<file path="src/rtl/ram_arbiter.sv">
// Two-port arbiter/sequencer in front of a single-port byte-writable RAM.
// Optional macro ARB_ROUND_ROBIN_EN: round-robin on contention, else port 1 wins.
module ram_arbiter #(
  parameter int DATA_WIDTH = 32,
  parameter int ADDR_WIDTH = 32,
  parameter int SRAM_DEPTH = 1024
) (
  input  logic                    i_CLK,
  input  logic                    i_RST_N,
  input  logic                    i_P0_REQ,
  input  logic [ADDR_WIDTH-1:0]   i_P0_ADDR,
  input  logic [DATA_WIDTH-1:0]   i_P0_WDATA,
  input  logic [DATA_WIDTH/8-1:0] i_P0_WE,
  output logic                    o_P0_GNT,
  output logic                    o_P0_RVALID,
  output logic [DATA_WIDTH-1:0]   o_P0_RDATA,
  output logic                    o_P0_ERR,
  input  logic                    i_P0_RREADY,
  input  logic                    i_P1_REQ,
  input  logic [ADDR_WIDTH-1:0]   i_P1_ADDR,
  input  logic [DATA_WIDTH-1:0]   i_P1_WDATA,
  input  logic [DATA_WIDTH/8-1:0] i_P1_WE,
  output logic                    o_P1_GNT,
  output logic                    o_P1_RVALID,
  output logic [DATA_WIDTH-1:0]   o_P1_RDATA,
  output logic                    o_P1_ERR,
  input  logic                    i_P1_RREADY,
  output logic                    o_RAM_CE,
  output logic [ADDR_WIDTH-1:0]   o_RAM_ADDR,
  output logic [DATA_WIDTH-1:0]   o_RAM_WDATA,
  output logic [DATA_WIDTH/8-1:0] o_RAM_WE,
  input  logic [DATA_WIDTH-1:0]   i_RAM_RDATA
);

  localparam int N_COLS = DATA_WIDTH / 8;
  localparam logic [ADDR_WIDTH-1:0] DEPTH_W = ADDR_WIDTH'(SRAM_DEPTH);

  typedef enum logic [1:0] {
    S_IDLE = 2'd0,
    S_WAIT = 2'd1,
    S_HOLD = 2'd2
  } state_e;

  state_e                state_q, state_d;
  logic                  owner_q, owner_d;
  logic                  err_q, err_d;
  logic                  rd_q, rd_d;
  logic [DATA_WIDTH-1:0] hold_data_q, hold_data_d;
  logic                  hold_err_q, hold_err_d;

  logic                  own_rready;
  logic                  can_issue;
  logic                  issue;
  logic                  sel;
  logic                  in_range;
  logic [ADDR_WIDTH-1:0] addr_sel;
  logic [ADDR_WIDTH-1:0] widx;
  logic [DATA_WIDTH-1:0] wdata_sel;
  logic [N_COLS-1:0]     we_sel;
  logic [DATA_WIDTH-1:0] wait_data;

  assign own_rready = owner_q ? i_P1_RREADY : i_P0_RREADY;

  always_comb begin
    can_issue = 1'b0;
    case (state_q)
      S_IDLE:  can_issue = i_RST_N;
      S_WAIT:  can_issue = i_RST_N & own_rready;
      default: can_issue = 1'b0;
    endcase
  end

`ifdef ARB_ROUND_ROBIN_EN
  logic last_q, last_d;

  // On contention favour whichever port lost the previous grant.
  assign sel    = (i_P0_REQ & i_P1_REQ) ? ~last_q : i_P1_REQ;
  assign last_d = issue ? sel : last_q;

  always_ff @(posedge i_CLK or negedge i_RST_N) begin
    if (!i_RST_N) last_q <= 1'b0;
    else          last_q <= last_d;
  end
`else
  assign sel = i_P1_REQ;
`endif

  assign issue     = can_issue & (i_P0_REQ | i_P1_REQ);
  assign addr_sel  = sel ? i_P1_ADDR  : i_P0_ADDR;
  assign wdata_sel = sel ? i_P1_WDATA : i_P0_WDATA;
  assign we_sel    = sel ? i_P1_WE    : i_P0_WE;
  assign widx      = addr_sel >> 2;
  assign in_range  = widx < DEPTH_W;
  assign wait_data = (rd_q & ~err_q) ? i_RAM_RDATA : '0;

  always_ff @(posedge i_CLK or negedge i_RST_N) begin
    if (!i_RST_N) begin
      state_q     <= S_IDLE;
      owner_q     <= 1'b0;
      err_q       <= 1'b0;
      rd_q        <= 1'b0;
      hold_data_q <= '0;
      hold_err_q  <= 1'b0;
    end else begin
      state_q     <= state_d;
      owner_q     <= owner_d;
      err_q       <= err_d;
      rd_q        <= rd_d;
      hold_data_q <= hold_data_d;
      hold_err_q  <= hold_err_d;
    end
  end

  always_comb begin
    state_d     = state_q;
    owner_d     = owner_q;
    err_d       = err_q;
    rd_d        = rd_q;
    hold_data_d = hold_data_q;
    hold_err_d  = hold_err_q;
    case (state_q)
      S_IDLE: ;
      S_WAIT: begin
        if (own_rready) begin
          state_d = S_IDLE;
        end else begin
          state_d     = S_HOLD;
          hold_data_d = wait_data;
          hold_err_d  = err_q;
        end
      end
      S_HOLD: if (own_rready) state_d = S_IDLE;
      default: state_d = S_IDLE;
    endcase
    if (issue) begin
      state_d = S_WAIT;
      owner_d = sel;
      err_d   = ~in_range;
      rd_d    = ~|we_sel;
    end
  end

  always_comb begin
    logic                  vld;
    logic [DATA_WIDTH-1:0] dat;
    logic                  er;
    vld = (state_q == S_WAIT) | (state_q == S_HOLD);
    dat = (state_q == S_WAIT) ? wait_data : hold_data_q;
    er  = (state_q == S_WAIT) ? err_q : hold_err_q;

    o_P0_GNT    = issue & ~sel;
    o_P1_GNT    = issue & sel;
    o_P0_RVALID = vld & ~owner_q;
    o_P1_RVALID = vld & owner_q;
    o_P0_RDATA  = o_P0_RVALID ? dat : '0;
    o_P1_RDATA  = o_P1_RVALID ? dat : '0;
    o_P0_ERR    = o_P0_RVALID & er;
    o_P1_ERR    = o_P1_RVALID & er;

    o_RAM_CE    = issue & in_range;
    o_RAM_ADDR  = o_RAM_CE ? widx      : '0;
    o_RAM_WDATA = o_RAM_CE ? wdata_sel : '0;
    o_RAM_WE    = o_RAM_CE ? we_sel    : '0;
  end

endmodule

</file>
<file path="config.mk">
export PLATFORM = sky130hd
export DESIGN_NAME = ram_arbiter
export DESIGN_NICKNAME = d
export VERILOG_FILES = /design/src/rtl/ram_arbiter.sv
export SDC_FILE = /design/constraint.sdc
export NUM_CORES = 1
export LEC_CHECK = 0
export ABC_AREA = 0
export CAP_MARGIN = 0
export CORE_AREA = 2 2 122 124
export CTS_BUF_LIST = sky130_fd_sc_hd__clkbuf_8
export DETAILED_ROUTE_END_ITERATION = 16
export DIE_AREA = 0 0 124 126
export PLACE_DENSITY = 0.77
export REMOVE_ABC_BUFFERS = 1
export SYNTH_ARGS = -nofsm -noshare
export SYNTH_HDL_FRONTEND = slang
export SYNTH_SLANG_ARGS = --single-unit
</file>
<file path="constraint.sdc">
create_clock -name i_CLK -period 2.4 [get_ports i_CLK]
set_input_delay 0.6 -clock i_CLK [delete_from_list [all_inputs] [get_ports i_CLK]]
set_output_delay 0.6 -clock i_CLK [all_outputs]
set_load 0.1 [all_outputs]
</file>
==> results.ini <==
[run_status]
run_status = finished, violations left
violations = negative setup slack

[critical_path]
slowest_delay_ps = 540
path_common_cell = buf_12
worst_ep_required_time_ps = 1800
slowest_stage = or4_4
end_kind = primary output
crit_chain = clkbuf_2 > or4_4 > nor4_4 > buf_4 > o2111ai_4 > buf_12 > clkbuf_16 > nor2_4 > buf_12
worstPathBufferInverterCount = 5
path_class = input pin to primary output
cpLargestDelayFamily = simple AND/OR/NAND/NOR gates
critPathLaunchType = input pin
crit_arrival_ps = 2470
crit_fanout = 8

[clock_tree]
numCtsBuffers = 5
htree_levels = 2
clk_latency_ps = 290
root_buffer = clkbuf_8
clk_pin_slew_worst_paths_ps = 80
clock_path_buffers = 2
cts.sinks = 38
cts_tree = yes

[power]
power_frac_comb = 0.714
sequentialPowerShare = 0.144
power.density_nw_per_um2 = 494.0
p_sw_frac = 0.4893
ir_worst_vdd_v = 0.0005328
leakage_nw = 3.556
power_switching_mw = 2.346
internal_power_mw = 2.449
clockPowerShare = 0.143

[timing]
fmax_mhz = 325.4
skew_ps = 3.743
finalHoldViolations = 0
post-route-period-util = 1.281
finalMaxSlewViolations = 0
slew_headroom = 0.6348
fin_crit_ps = 3074
fin_ws_ps = -673.6
setup_viol_count_final = 115
max_slew.worst_pin.slew_ps = 547.8
rsz0062_at_grt = yes

[logic_synthesis]
async_flop_share = 1.000
synth_commonest_cells = nor2_1, nand2_1, mux2i_1
synth_warnings = 0
synth.area.top_cells = dfrtp_1, mux2i_1, nor2_1, nand2_1, nor2b_1
synth_flop_cell = dfrtp_1
synth_edf_count = 0
synth_cells = 470
synth_area_per_cell_um2 = 7.044
syn-cell-area_um2 = 3311
yosys.area.top_type = dfrtp_1
ys_types = 34
ys_ff_latch = 38
yosysMostFrequentCell = nor2_1
synth_top_cell_area_share = 0.2872
ys_seq_area_frac = 0.2872

[placed_design]
pre_cts_ws_ps = -969.5
globalplace.congestion = 0.7602
portBuffers = 286
dp_hpwl_um = 11850

[floorplanning]
start_util = 0.2313
coreArea_um2 = 14310
ios = 313
die-area_um2 = 15620
rows = 44
die_y_um = 126
fp.dieW_um = 124

[detailed_routing]
first_pass_iters = 7
via_per_inst = 4.875
antenna_violating_nets_post_route = 0
routed_wirelength_um = 19510
remaining_drc_errors = 0
drtIter0Drc = 207
wire_per_inst_um = 20.17
vias = 4714

[layout]
fin_nets = 958
fin_util = 0.6782
drive_above_1_share = 0.4949
area_growth_pct = 193.2

[global_route]
grt_pass1_wl_um = 26770
overflow = 0
grt_pass1_vias = 4775
grt_max_degree = 60
antenna_found_initial = 1
track_usage = 0.2247

[hold_path]
hold_path_class = input pin to async pin

[run]
maxCapViolCount = 0

worst reg2reg max path: cells and delay by family, from the launching register on:
family / cells / cell delay (ps)
and+or+nand+nor: 2 / 260
DFF: 1 / 420
buffers and inverters: 5 / 760
AOI/OAI and AO/OA: 1 / 110
adders and majority gates: 1 / 150
final cells by class:
type                    count  area [µm²]
multi-input cells         386        3553
clock inverters             2       60.06
repair buffers            344        4793
well taps                 184       230.2
fillers                   972        4606
diodes                      1       2.502
clock buffers               6       82.58
flip-flops and latches     38       950.9
inverters                   6       35.03
cells in the final DEF, fill, tap and decap left out, types with 2 or more instances in the layout:
cell type / count
or4_4: 2
clkdlybuf4s50_1: 144
mux2i_1: 47
nand2_1: 67
clkbuf_2: 3
clkbuf_8: 6
a21o_1: 3
dlygate4sd2_1: 9
clkdlybuf4s15_1: 5
buf_12: 126
o21ai_0: 33
a31oi_4: 31
nor3_1: 2
buf_4: 24
nor4_2: 4
or4_1: 2
inv_2: 2
bufinv_16: 2
clkbuf_16: 3
buf_16: 8
conb_1: 22
dfrtp_1: 38
inv_1: 3
nor2_1: 6
ha_4: 2
buf_6: 16
nor2_2: 34
nor2b_4: 31
buf_2: 6
nor2_4: 76
routing by layer:
layer / up-vias / global-route usage / wire length, µm
met2: 228 / 0.4350 / 10840
met3: 54 / 0.06024 / 1479
met5: - / 0 / 0
li1: 2175 / - / -
met1: 2257 / 0.2278 / 6452
met4: 0 / 0.07270 / 740
timing repair:
action                                  4_1_cts  5_1_grt
hold buffers                                  0        0
pin swaps                                    68       47
resized for setup                           282      131
cloned                                       10        4
endpoints found under the setup margin      107      116
buffers inserted                             14        7
power groups by stage:
stage	combinational [mW]	sequential, mW	clock (mW)
after floorplan	0.992	0.692	0
after global placement	1.98	0.698	0
after detailed placement	1.99	0.700	0
after CTS	3.12	0.687	0.700
after global routing	3.55	0.693	0.727
final	3.42	0.689	0.684
flip-flops by register name, summed over array words and instances, names as in the netlist:
signal       flops
hold_err_q       1
owner_q          1
hold_data_q     32
state_q          2
rd_q             1
err_q            1
through the flow:
| stage | cells | TNS [ps] | power (mW) | hold slack, ps | area [µm²] |
|---|---|---|---|---|---|
| after detailed placement | 929 | -43690 | 2.694 | 462.8 | 7624 |
| after global placement | 929 | -42450 | 2.677 | 455.2 | 7624 |
| after CTS | 959 | -37010 | 4.504 | 432.1 | 9115 |
| after global routing | 966 | -47840 | 4.974 | 456.5 | 9706 |
| after floorplan | 430 | -348200 | 1.684 | 304.4 | 3059 |
| final | 967 | -42220 | 4.795 | 420.9 | 9708 |
cells by family (layout without fill, tap and decap cells):
group / count (synthesis) / in the layout / share of synthesized area
fa+ha+maj: 3 / 3 / 0.01134
other cells: 1 / 23 / 0.001133
compound gates: 78 / 78 / 0.1398
mux: 49 / 49 / 0.1485
flops: 38 / 38 / 0.2872
buf+inv: 67 / 358 / 0.1066
simple gates: 234 / 234 / 0.3054
final timing paths:
check / from / end / slack (ps) / cells past startpoint
worst max-delay path: i_P0_ADDR[13] / o_RAM_WDATA[7] / -670 / 9
worst min-delay path: i_RST_N / hold_data_q[9]$_DFFE_PN0P_ / 420 / 2
worst max register to register: state_q[0]$_DFFE_PN0P_ / hold_data_q[12]$_DFFE_PN0P_ / 570 / 9
worst min register to register: hold_data_q[6]$_DFFE_PN0P_ / hold_data_q[6]$_DFFE_PN0P_ / 480 / 2
max in group asynchronous: i_RST_N / hold_data_q[3]$_DFFE_PN0P_ / 1590 / 2
min in group i_CLK: hold_data_q[6]$_DFFE_PN0P_ / hold_data_q[6]$_DFFE_PN0P_ / 480 / 2
(Power assumes the default switching activity.)
